### src/rtl/fifo_arb_pkg.sv
// Shared arbiter types and round-robin search helper; purely combinational, no state.
// Backpressure: n/a (definitions only).
package fifo_arb_pkg;

    typedef enum logic [0:0] {
        ARB_IDLE  = 1'b0,
        ARB_BURST = 1'b1
    } arb_state_e;

    localparam int unsigned RR_MAX_REQ = 16;

    // First set bit of req at or after ptr, wrapping modulo n; 0 when req is empty.
    function automatic int unsigned rr_next(input int unsigned ptr,
                                            input logic [RR_MAX_REQ-1:0] req,
                                            input int unsigned n);
        int unsigned win;
        win = 0;
        for (int k = RR_MAX_REQ - 1; k >= 0; k--) begin
            if (unsigned'(k) < n) begin
                if (req[4'((ptr + unsigned'(k)) % n)]) begin
                    win = (ptr + unsigned'(k)) % n;
                end
            end
        end
        return win;
    endfunction

endpackage

### src/rtl/fifo_wr_arbiter_if.sv
// Requester/FIFO-side bundle of the write arbiter; slave = arbiter, master = surroundings.
// Latency/backpressure: n/a (wiring only).
interface fifo_wr_arbiter_if #(
    parameter int N_REQ = 4,
    parameter int WIDTH = 8,
    parameter int IDX_W = $clog2(N_REQ)
);
    logic [N_REQ-1:0]       req_i;
    logic [N_REQ*WIDTH-1:0] data_i;
    logic [N_REQ-1:0]       gnt_o;
    logic                   fifo_wr_en_o;
    logic [WIDTH-1:0]       fifo_wr_data_o;
    logic                   fifo_full_i;
    logic                   fifo_wr_error_i;
    logic [IDX_W-1:0]       owner_o;
    logic                   busy_o;
    logic                   ovf_err_o;

    modport slave (
        input  req_i, data_i, fifo_full_i, fifo_wr_error_i,
        output gnt_o, fifo_wr_en_o, fifo_wr_data_o, owner_o, busy_o, ovf_err_o
    );

    modport master (
        output req_i, data_i, fifo_full_i, fifo_wr_error_i,
        input  gnt_o, fifo_wr_en_o, fifo_wr_data_o, owner_o, busy_o, ovf_err_o
    );
endinterface

### src/rtl/fifo_wr_arbiter_rr_pick.sv
// Combinational round-robin winner finder: 0-cycle latency, no backpressure of its own.
module rr_pick
    import fifo_arb_pkg::*;
#(
    parameter int N_REQ = 4,
    parameter int IDX_W = $clog2(N_REQ)
) (
    input  logic [N_REQ-1:0] req_i,
    input  logic [IDX_W-1:0] ptr_i,
    output logic             vld_o,
    output logic [IDX_W-1:0] idx_o,
    output logic [N_REQ-1:0] onehot_o
);

    always_comb begin
        vld_o    = |req_i;
        idx_o    = '0;
        onehot_o = '0;
        if (vld_o) begin
            idx_o           = IDX_W'(rr_next(32'(ptr_i), RR_MAX_REQ'(req_i), N_REQ));
            onehot_o[idx_o] = 1'b1;
        end
    end

endmodule

### src/rtl/fifo_wr_arbiter.sv
// Round-robin arbiter onto one FIFO write port, 0-cycle req->write; grants withheld while FIFO full.
// FIFO_ARB_BURST_EN compiles in burst lock (owner keeps the port for up to MAX_BURST beats).
module fifo_wr_arbiter
    import fifo_arb_pkg::*;
#(
    parameter int N_REQ     = 4,
    parameter int WIDTH     = 8,
    parameter int MAX_BURST = 4,
    parameter int IDX_W     = $clog2(N_REQ)
) (
    input  logic               clk_i,
    input  logic               rst_ni,
    fifo_wr_arbiter_if.slave   bus
);

    logic [IDX_W-1:0] ptr_q, ptr_d;
    logic [IDX_W-1:0] owner_q, owner_d;
    logic             ovf_q, ovf_d;
    logic [N_REQ-1:0] gnt;
    logic [N_REQ-1:0] gnt_vis;
    logic             pick_vld;
    logic [IDX_W-1:0] pick_idx;
    logic [N_REQ-1:0] pick_onehot;

    function automatic logic [IDX_W-1:0] ptr_inc(input logic [IDX_W-1:0] p);
        return (p == IDX_W'(N_REQ - 1)) ? '0 : p + 1'b1;
    endfunction

    rr_pick #(
        .N_REQ (N_REQ),
        .IDX_W (IDX_W)
    ) u_rr_pick (
        .req_i    (bus.req_i),
        .ptr_i    (ptr_q),
        .vld_o    (pick_vld),
        .idx_o    (pick_idx),
        .onehot_o (pick_onehot)
    );

`ifdef FIFO_ARB_BURST_EN
    localparam bit LOCK_EN = (MAX_BURST > 1);
    localparam int CNT_W   = $clog2(MAX_BURST + 1);

    arb_state_e       state_q, state_d;
    logic [CNT_W-1:0] cnt_q, cnt_d;

    always_comb begin
        state_d = state_q;
        ptr_d   = ptr_q;
        owner_d = owner_q;
        cnt_d   = cnt_q;
        gnt     = '0;
        unique case (state_q)
            ARB_IDLE: begin
                if (pick_vld && !bus.fifo_full_i) begin
                    gnt     = pick_onehot;
                    owner_d = pick_idx;
                    if (LOCK_EN) begin
                        state_d = ARB_BURST;
                        cnt_d   = CNT_W'(1);
                    end else begin
                        ptr_d = ptr_inc(pick_idx);
                    end
                end
            end
            ARB_BURST: begin
                if (!bus.req_i[owner_q]) begin
                    // Owner went quiet: give up the lock, costing one idle cycle.
                    state_d = ARB_IDLE;
                    ptr_d   = ptr_inc(owner_q);
                    cnt_d   = '0;
                end else if (!bus.fifo_full_i) begin
                    gnt[owner_q] = 1'b1;
                    if (cnt_q == CNT_W'(MAX_BURST - 1)) begin
                        state_d = ARB_IDLE;
                        ptr_d   = ptr_inc(owner_q);
                        cnt_d   = '0;
                    end else begin
                        cnt_d = cnt_q + 1'b1;
                    end
                end
            end
            default: state_d = ARB_IDLE;
        endcase
    end

    always_ff @(posedge clk_i or negedge rst_ni) begin
        if (!rst_ni) begin
            state_q <= ARB_IDLE;
            cnt_q   <= '0;
        end else begin
            state_q <= state_d;
            cnt_q   <= cnt_d;
        end
    end

    assign bus.busy_o = (state_q == ARB_BURST);
`else
    // Without burst lock MAX_BURST has no effect; busy stays low.
    localparam bit LOCK_EN = 1'b0 && (MAX_BURST >= 1);

    always_comb begin
        ptr_d   = ptr_q;
        owner_d = owner_q;
        gnt     = '0;
        if (pick_vld && !bus.fifo_full_i) begin
            gnt     = pick_onehot;
            owner_d = pick_idx;
            ptr_d   = ptr_inc(pick_idx);
        end
    end

    assign bus.busy_o = LOCK_EN;
`endif

    always_comb begin
        ovf_d = ovf_q | bus.fifo_wr_error_i;
    end

    always_ff @(posedge clk_i or negedge rst_ni) begin
        if (!rst_ni) begin
            ptr_q   <= '0;
            owner_q <= '0;
            ovf_q   <= 1'b0;
        end else begin
            ptr_q   <= ptr_d;
            owner_q <= owner_d;
            ovf_q   <= ovf_d;
        end
    end

    // Grants are combinational, so reset must also mask them directly.
    always_comb begin
        gnt_vis = gnt & {N_REQ{rst_ni}};
        bus.fifo_wr_data_o = '0;
        for (int i = 0; i < N_REQ; i++) begin
            if (gnt_vis[i]) begin
                bus.fifo_wr_data_o = bus.fifo_wr_data_o | bus.data_i[i*WIDTH +: WIDTH];
            end
        end
    end

    assign bus.gnt_o        = gnt_vis;
    assign bus.fifo_wr_en_o = |gnt_vis;
    assign bus.owner_o      = owner_q;
    assign bus.ovf_err_o    = ovf_q;

endmodule

### src/flat_wrapper.sv
// flat-port wrapper written by rule: the top's interface ports become plain ports
module fifo_wr_arbiter_flat import fifo_arb_pkg::*;
#(
    parameter int N_REQ     = 4,
    parameter int WIDTH     = 8,
    parameter int MAX_BURST = 4,
    parameter int IDX_W     = $clog2(N_REQ)
)
  (clk_i, rst_ni, bus_req_i, bus_data_i, bus_fifo_full_i, bus_fifo_wr_error_i, bus_gnt_o, bus_fifo_wr_en_o, bus_fifo_wr_data_o, bus_owner_o, bus_busy_o, bus_ovf_err_o);
  fifo_wr_arbiter_if #(.N_REQ(N_REQ), .WIDTH(WIDTH), .IDX_W(IDX_W)) bus_i ();
  input  logic clk_i;
  input  logic rst_ni;
  input wire logic [$bits(bus_i.req_i)-1:0] bus_req_i;
  input wire logic [$bits(bus_i.data_i)-1:0] bus_data_i;
  input wire logic [$bits(bus_i.fifo_full_i)-1:0] bus_fifo_full_i;
  input wire logic [$bits(bus_i.fifo_wr_error_i)-1:0] bus_fifo_wr_error_i;
  output wire logic [$bits(bus_i.gnt_o)-1:0] bus_gnt_o;
  output wire logic [$bits(bus_i.fifo_wr_en_o)-1:0] bus_fifo_wr_en_o;
  output wire logic [$bits(bus_i.fifo_wr_data_o)-1:0] bus_fifo_wr_data_o;
  output wire logic [$bits(bus_i.owner_o)-1:0] bus_owner_o;
  output wire logic [$bits(bus_i.busy_o)-1:0] bus_busy_o;
  output wire logic [$bits(bus_i.ovf_err_o)-1:0] bus_ovf_err_o;
  assign bus_i.req_i = bus_req_i;
  assign bus_i.data_i = bus_data_i;
  assign bus_i.fifo_full_i = bus_fifo_full_i;
  assign bus_i.fifo_wr_error_i = bus_fifo_wr_error_i;
  assign bus_gnt_o = bus_i.gnt_o;
  assign bus_fifo_wr_en_o = bus_i.fifo_wr_en_o;
  assign bus_fifo_wr_data_o = bus_i.fifo_wr_data_o;
  assign bus_owner_o = bus_i.owner_o;
  assign bus_busy_o = bus_i.busy_o;
  assign bus_ovf_err_o = bus_i.ovf_err_o;
  fifo_wr_arbiter #(.N_REQ(N_REQ), .WIDTH(WIDTH), .MAX_BURST(MAX_BURST), .IDX_W(IDX_W)) u_core (.clk_i(clk_i), .rst_ni(rst_ni), .bus(bus_i));
endmodule
### config.mk
export PLATFORM = sky130hd
export DESIGN_NAME = fifo_wr_arbiter_flat
export DESIGN_NICKNAME = d
export VERILOG_FILES = /design/src/rtl/fifo_arb_pkg.sv /design/src/rtl/fifo_wr_arbiter_if.sv /design/src/rtl/fifo_wr_arbiter_rr_pick.sv /design/src/rtl/fifo_wr_arbiter.sv /design/src/flat_wrapper.sv
export SDC_FILE = /design/constraint.sdc
export NUM_CORES = 1
export LEC_CHECK = 0
export CORE_MARGIN = 4
export CORE_UTILIZATION = 26
export CTS_CLUSTER_SIZE = 28
export DETAILED_ROUTE_END_ITERATION = 12
export PLACE_DENSITY_LB_ADDON = 0.12
export SYNTH_ARGS = -nofsm -noshare
export SYNTH_HDL_FRONTEND = slang
export SYNTH_SLANG_ARGS = --single-unit
### constraint.sdc
create_clock -name clk_i -period 1.7 [get_ports clk_i]
set_input_delay 0.17 -clock clk_i [delete_from_list [all_inputs] [get_ports clk_i]]
set_output_delay 0.17 -clock clk_i [all_outputs]
set_load 0.03 [all_outputs]
==> metrics.cfg, run 1 <==
[floorplan]
die_area_um2 = 3100
io_pins = 57
initial_utilization = 0.270
die_w_um = 55.7
coreArea_um2 = 2190
rows = 17
dieHeight_um = 55.7

[layout]
final_common_cell = clkdlybuf4s50_1
drive_gt1_frac = 0.414
fin_nets = 181
final_cell_mix = 41 x clkdlybuf4s50_1, 21 x buf_4, 16 x mux2i_1
final_core_util = 0.664
regArea_um2 = 125
area_growth_pct = 146
fillers = 185
multi_input_area_um2 = 514
diodes = 0

[timing]
worst_slack_ns = -0.342
period_share = 1.20
rsz0062_at_grt = yes
drv_slew = 0
hold_violations = 0
setup_violations = 13
fin_hold_ws_ns = 0.229
fmax_mhz = 490
finClkSkew_ns = 0.00309
period_minus_slack_ns = 2.04

[global_route]
grt.total_usage = 0.129
grt_pass1_wl_um = 3260
overflow = 0
antenna_found_initial = 0
grt_max_degree = 21
grt_pass1_vias = 778

[placement]
place_hpwl_um = 1680
routabilityCongestion = 0.778
port_buffers = 55

[pwr]
vdd_drop_max_v = 0.000549
power.leakage_nw = 0.655
power.density_nw_per_um2 = 830
power_mw = 1.21

[setup_path]
worst-r2r-cell-count = 10
reg2reg_to = u_core.ptr_q[1]
startpoint_type = input pin
worstPathArrival_ns = 1.87
crit_end = bus_fifo_wr_data_o[4]
cp.required_ns = 1.53
crit_type = input pin to primary output
r2r-start = u_core.ptr_q[1]
path_max_fanout = 20
startpoint = bus_req_i[1]
end_kind = primary output
r2r_slack_ns = -0.21

[synthesis]
syn_inst = 65
ys_types = 29
synth_area_um2 = 592
yosysSeqAreaShare = 0.211
synthesis.nets = 105
synth.avg_cell_area_um2 = 9.10
ys_ff_latch = 5
ys_warn_count = 0

[min_path]
hold_class = input pin to asynchronous set/reset pin

[outcome]
outcome = finished with violations
violations = setup timing

[clocking]
cts_hold_buf = 0
cts_buffers = 3
cts.path.max_buffers = 2
htree_levels = 1
cts_tree = built
ctsRootBufferMaster = clkbuf_4
clock-sinks = 5
clkTransAtPathRegs_ns = 0.04
insertion_delay_ns = 0.24

[detailed_routing]
via_per_inst = 4.64
final_antenna_net_count = 0
routedWlPerCell_um = 12.4
firstDrtPassIters = 4
drc = 0
routed-via-count = 780
wl_um = 2080
drt_iter0_markers = 10

[job]
drv_cap = 0

[cells by family (layout without fill, tap and decap cells)]
logic type | after synthesis | after routing | synth area share
muxes | 18 | 18 | 0.307
buffers and inverters | 6 | 81 | 0.0824
DFF | 5 | 5 | 0.211
and+or+nand+nor | 16 | 16 | 0.156
AOI/OAI and AO/OA | 19 | 19 | 0.237
other | 1 | 1 | 0.00634
[area by class of cell]
class | instances | area share
Clock buffer | 4 | 0.0181
Inverter | 1 | 0.00258
Multi-Input combinational cell | 54 | 0.354
Sequential cell | 5 | 0.0861
Tap cell | 28 | 0.0241
Timing Repair Buffer | 76 | 0.515
[timing repair]
item,in CTS,in global routing
hold endpoints to repair,0,0
pin swaps,1,5
cloned,0,0
setup buffers,4,1
endpoints found under the setup margin,14,15
gates resized for setup,10,5
[critical path, stage by stage]
cell             delay [ns]
clkdlybuf4s50_1        0.47
a21bo_1                0.20
a221o_1                0.35
buf_12                 0.18
mux2i_1                0.14
o22ai_2                0.21
buf_6                  0.16
[metrics by stage]
step | setup slack (ns) | instance area (um^2) | setup TNS (ns) | cells
floorplan | -0.125 | 669 | -0.855 | 65
global placement | -0.334 | 1330 | -4.37 | 159
detailed placement | -0.363 | 1330 | -4.54 | 159
CTS | -0.364 | 1420 | -4.03 | 167
global route | -0.424 | 1450 | -4.67 | 168
finish | -0.342 | 1450 | -3.53 | 168
[worst min-delay path by stage]
stage                               from                   end  slack [ns]  depth (start not counted)
floorplan                         rst_ni  u_core.bus.ovf_err_o       -0.13                          0
global route                      rst_ni       u_core.ptr_q[0]        0.24                          2
finish                            rst_ni  u_core.bus.ovf_err_o        0.23                          2
detailed placement                rst_ni       u_core.ptr_q[0]        0.47                          2
CTS                               rst_ni  u_core.bus.ovf_err_o        0.22                          2
global placement    u_core.bus.ovf_err_o  u_core.bus.ovf_err_o        0.45                          1
[per-layer routing]
metal / part of all wire / global-route usage / routed length, um / vias to the layer above
li1: - / - / - / 398
met1: 0.38 / 0.128 / 785 / 349
met2: 0.54 / 0.245 / 1130 / 29
met3: 0.065 / 0.0302 / 134 / 4
met4: 0.014 / 0.0625 / 29 / 0
met5: 0 / 0 / 0 / -
[report_power, final]
part | leakage [nW] | internal, mW | total (mW) | switching, mW
sequential | 0.0572 | 0.154 | 0.189 | 0.0351
combinational | 0.583 | 0.487 | 0.880 | 0.393
clock | 0.0150 | 0.0888 | 0.138 | 0.0494
[registers in the layout, indices dropped and copies added (netlist names)]
register / flops
u_core.bus.owner_o: 2
u_core.ptr_q: 2
u_core.bus.ovf_err_o: 1
[cells in the mapped netlist]
cell type	n	area, um^2
mux2_2	1	11.3
conb_1	1	3.75
o21ai_1	1	5.00
nor2_1	2	7.51
mux2i_1	17	170
nor3b_1	2	15.0
dfrtp_1	5	125
a21o_1	1	7.51
o211ai_1	1	7.51
a221o_1	2	20.0
a211oi_1	1	7.51
nor4_1	1	6.26
inv_1	1	3.75
nand3_1	1	5.00
clkbuf_1	1	3.75
and2_1	1	6.26
buf_6	3	33.8
nor2b_1	3	18.8
nand2_1	1	3.75
a21bo_1	1	10.0
nor3_1	1	5.00
buf_4	1	7.51
o211a_1	1	10.0
nand2b_1	2	12.5
o22ai_1	8	50.1
o21bai_1	1	7.51
o21ba_2	1	10.0
o21ai_0	1	5.00
or2_2	2	12.5
No activity file was read; power rests on OpenSTA's default activity.
==> inputs of run 2 (changes only) <==
- CORE_UTILIZATION: 26 -> 29
- SYNTH_HIERARCHICAL: unset -> 1
==> metrics.cfg, run 2 <==
[pwr]
power_mw = 1.77  ; +47%
power.density_nw_per_um2 = 1060  ; +27%
power.leakage_nw = 0.653  ; -0.30%
vdd_drop_max_v = 0.00105  ; +90%

[timing]
period_minus_slack_ns = 1.92  ; -0.123 ns
period_share = 1.13  ; -0.0723
worst_slack_ns = -0.219  ; +0.123 ns
finClkSkew_ns = 0.00665  ; +0.00356 ns
finalSetupTns_ns = -1.87  ; +1.66 ns
fmax_mhz = 521  ; +6.4%
hold_violations = 0  ; unchanged
setup_violations = 13  ; unchanged
rsz0062_at_grt = yes
drv_slew = 0  ; unchanged

[clocking]
cts_hold_buf = 0  ; unchanged
ctsRootBufferMaster = clkbuf_4
clock-sinks = 5  ; unchanged
cts_tree = built
cts.path.max_buffers = 2  ; unchanged
insertion_delay_ns = 0.24  ; about the same
cts_buffers = 3  ; unchanged
htree_levels = 1  ; unchanged
clkTransAtPathRegs_ns = 0.05  ; about the same

[synthesis]
synth_edf_count = 0  ; unchanged
synth.most_common_cell = a22oi_1
synthesis.nets = 124  ; +18%
yosysTopAreaCell = dfrtp_1
ys_top_cells_by_area = dfrtp_1 18%, a22oi_1 18%, mux2_4 8.8%, a21oi_2 7.7%, nor2_1 5.0%
syn_inst = 83  ; +28%
ys_types = 33  ; +14%
synthFlopType = dfrtp_1
yosys-top-cells-count = 16 x a22oi_1, 9 x nor2_1, 6 x a21oi_1, 6 x a21oi_2, 6 x buf_2
async_flop_share = 1.00  ; unchanged
ys_warn_count = 6  ; +6
synth_area_um2 = 679  ; +15%
synth_top_area_share = 0.184  ; -0.103
synth.avg_cell_area_um2 = 8.19  ; -10%
yosysSeqAreaShare = 0.184  ; -0.0273
ys_ff_latch = 5  ; unchanged

[layout]
drive_gt1_frac = 0.613  ; +0.199
instances_no_fill = 183  ; +8.9%
final_cell_mix = 38 x clkdlybuf4s50_1, 20 x buf_6, 15 x a22oi_2
fillers = 161  ; -13%
fin_nets = 197  ; +8.8%
diodes = 0  ; unchanged
final_area_um2 = 1670  ; +15%
multi_input_area_um2 = 704  ; +37%
area_growth_pct = 146
final_common_cell = clkdlybuf4s50_1
regArea_um2 = 128  ; +2.0%

[detailed_routing]
routedWlPerCell_um = 16.9  ; +37%
drt_iter0_markers = 12  ; +2
wl_um = 3090  ; +49%
drc = 0  ; unchanged
final_antenna_net_count = 0  ; unchanged
routed-via-count = 928  ; +19%
via_per_inst = 5.07  ; +9.2%
firstDrtPassIters = 4  ; unchanged

[setup_path]
slowest_delay_ns = 0.45  ; -0.02 ns
cp_cell_sequence = a211o_2 > a21boi_4 > buf_6 > inv_2 > a41oi_2 > buf_6
r2r_slack_ns = -0.04  ; +0.17 ns
slowest_stage = dfrtp_2
crit_buf_inv = 3  ; unchanged
startpoint_type = register
cp.required_ns = 1.53  ; about the same
critical-path-top-delay-family = compound AO/OA/AOI/OAI gates
crit_type = register to primary output
end_kind = primary output
cp_common_cell = buf_6
worst-r2r-cell-count = 6  ; -4
worstPathArrival_ns = 1.75  ; -0.12 ns
path_max_fanout = 6  ; -70%
worst-path-stages = 6  ; -1

[placement]
port_buffers = 55  ; unchanged
routabilityCongestion = 0.925  ; +19%
post-place-ws_ns = -0.265  ; +0.0984 ns
place_area_um2 = 1350  ; +1.3%
dp_cells = 176  ; +11%
place_hpwl_um = 2170  ; +29%

[global_route]
grt_max_degree = 10  ; -52%
antenna_found_initial = 0  ; unchanged
grt.total_usage = 0.182  ; +0.0537
grt_pass1_vias = 958  ; +23%
grt_pass1_wl_um = 4740  ; +46%
overflow = 0  ; unchanged

[floorplan]
initial_utilization = 0.307  ; +0.0370
die_w_um = 56.4  ; +1.2%
die_area_um2 = 3180  ; +2.5%
io_pins = 57  ; unchanged
dieHeight_um = 56.4  ; +1.2%
rows = 17  ; unchanged
coreArea_um2 = 2210  ; +0.97%

[min_path]
hold_class = input pin to asynchronous set/reset pin

[job]
drv_cap = 0  ; unchanged

[outcome]
violations = setup timing
outcome = finished with violations

run 2: changes by cell type after synthesis, moves of 3 or more:
cell,before,now
a22oi_1,0,16
a21oi_2,0,6
o22ai_1,8,1
mux2i_1,17,0
a21oi_1,0,6
nor2_1,2,9
buf_2,0,6
inv_1,1,4
mux2_4,0,4
run 2: metal layers:
layer	track usage	part of all wire	up-vias	wire length, um
met1	0.242	0.43	435	1330
li1	-	-	453	-
met3	0.0414	0.064	0	199
met2	0.304	0.51	40	1570
met4	0.0305	0	0	0
met5	0	0	-	0
run 2: layout make-up:
| type | instances | share of cell area |
|---|---|---|
| Tap cell | 28 | 0.0209 |
| Clock buffer | 4 | 0.0157 |
| Timing Repair Buffer | 75 | 0.449 |
| Multi-Input combinational cell | 66 | 0.421 |
| Sequential cell | 5 | 0.0763 |
| Inverter | 5 | 0.0172 |
run 2: timing repair:
action | 4_1_cts | 5_1_grt
endpoints found under the setup margin | 14 | 15
setup buffers | 0 | 2
pin swaps | 18 | 11
gates resized for setup | 47 | 29
cloned | 2 | 0
run 2: final timing paths:
| check | from | endpoint |
|---|---|---|
| worst max-delay path | u_core/ptr_q[0] | bus_fifo_wr_en_o |
| worst min-delay path | rst_ni | u_core/bus.ovf_err_o |
| worst max register to register | u_core/ptr_q[0] | u_core/ptr_q[1] |
| worst min register to register | u_core/bus.ovf_err_o | u_core/bus.ovf_err_o |
| max in group asynchronous | rst_ni | u_core/ptr_q[0] |
| min in group clk_i | u_core/bus.ovf_err_o | u_core/bus.ovf_err_o |
run 2: cell families (layout without fill, tap and decap cells):
logic type,count (synthesis),count (layout),synth area share
other,1,1,0.00552
multiplexers,4,4,0.0884
buffers and inverters,13,84,0.0994
adder cells (fa/ha/maj),1,1,0.0184
AND/OR/NAND/NOR,20,20,0.166
AO/OA/AOI/OAI,39,40,0.438
flip-flops,5,5,0.184
run 2: where the power goes:
part | switching, mW | leakage [nW] | total [mW] | internal [mW]
Sequential | 0.0696 | 0.0542 | 0.241 | 0.172
Clock | 0.0468 | 0.0150 | 0.135 | 0.0886
Combinational | 0.673 | 0.584 | 1.39 | 0.721
run 2: metrics by stage:
step           hold slack (ns)  utilization
3_5_place_dp             0.457        0.610
5_1_grt                  0.315        0.756
3_3_place_gp             0.450        0.610
4_1_cts                  0.295        0.703
6_report                 0.296        0.756
2_1_floorplan           -0.126            -
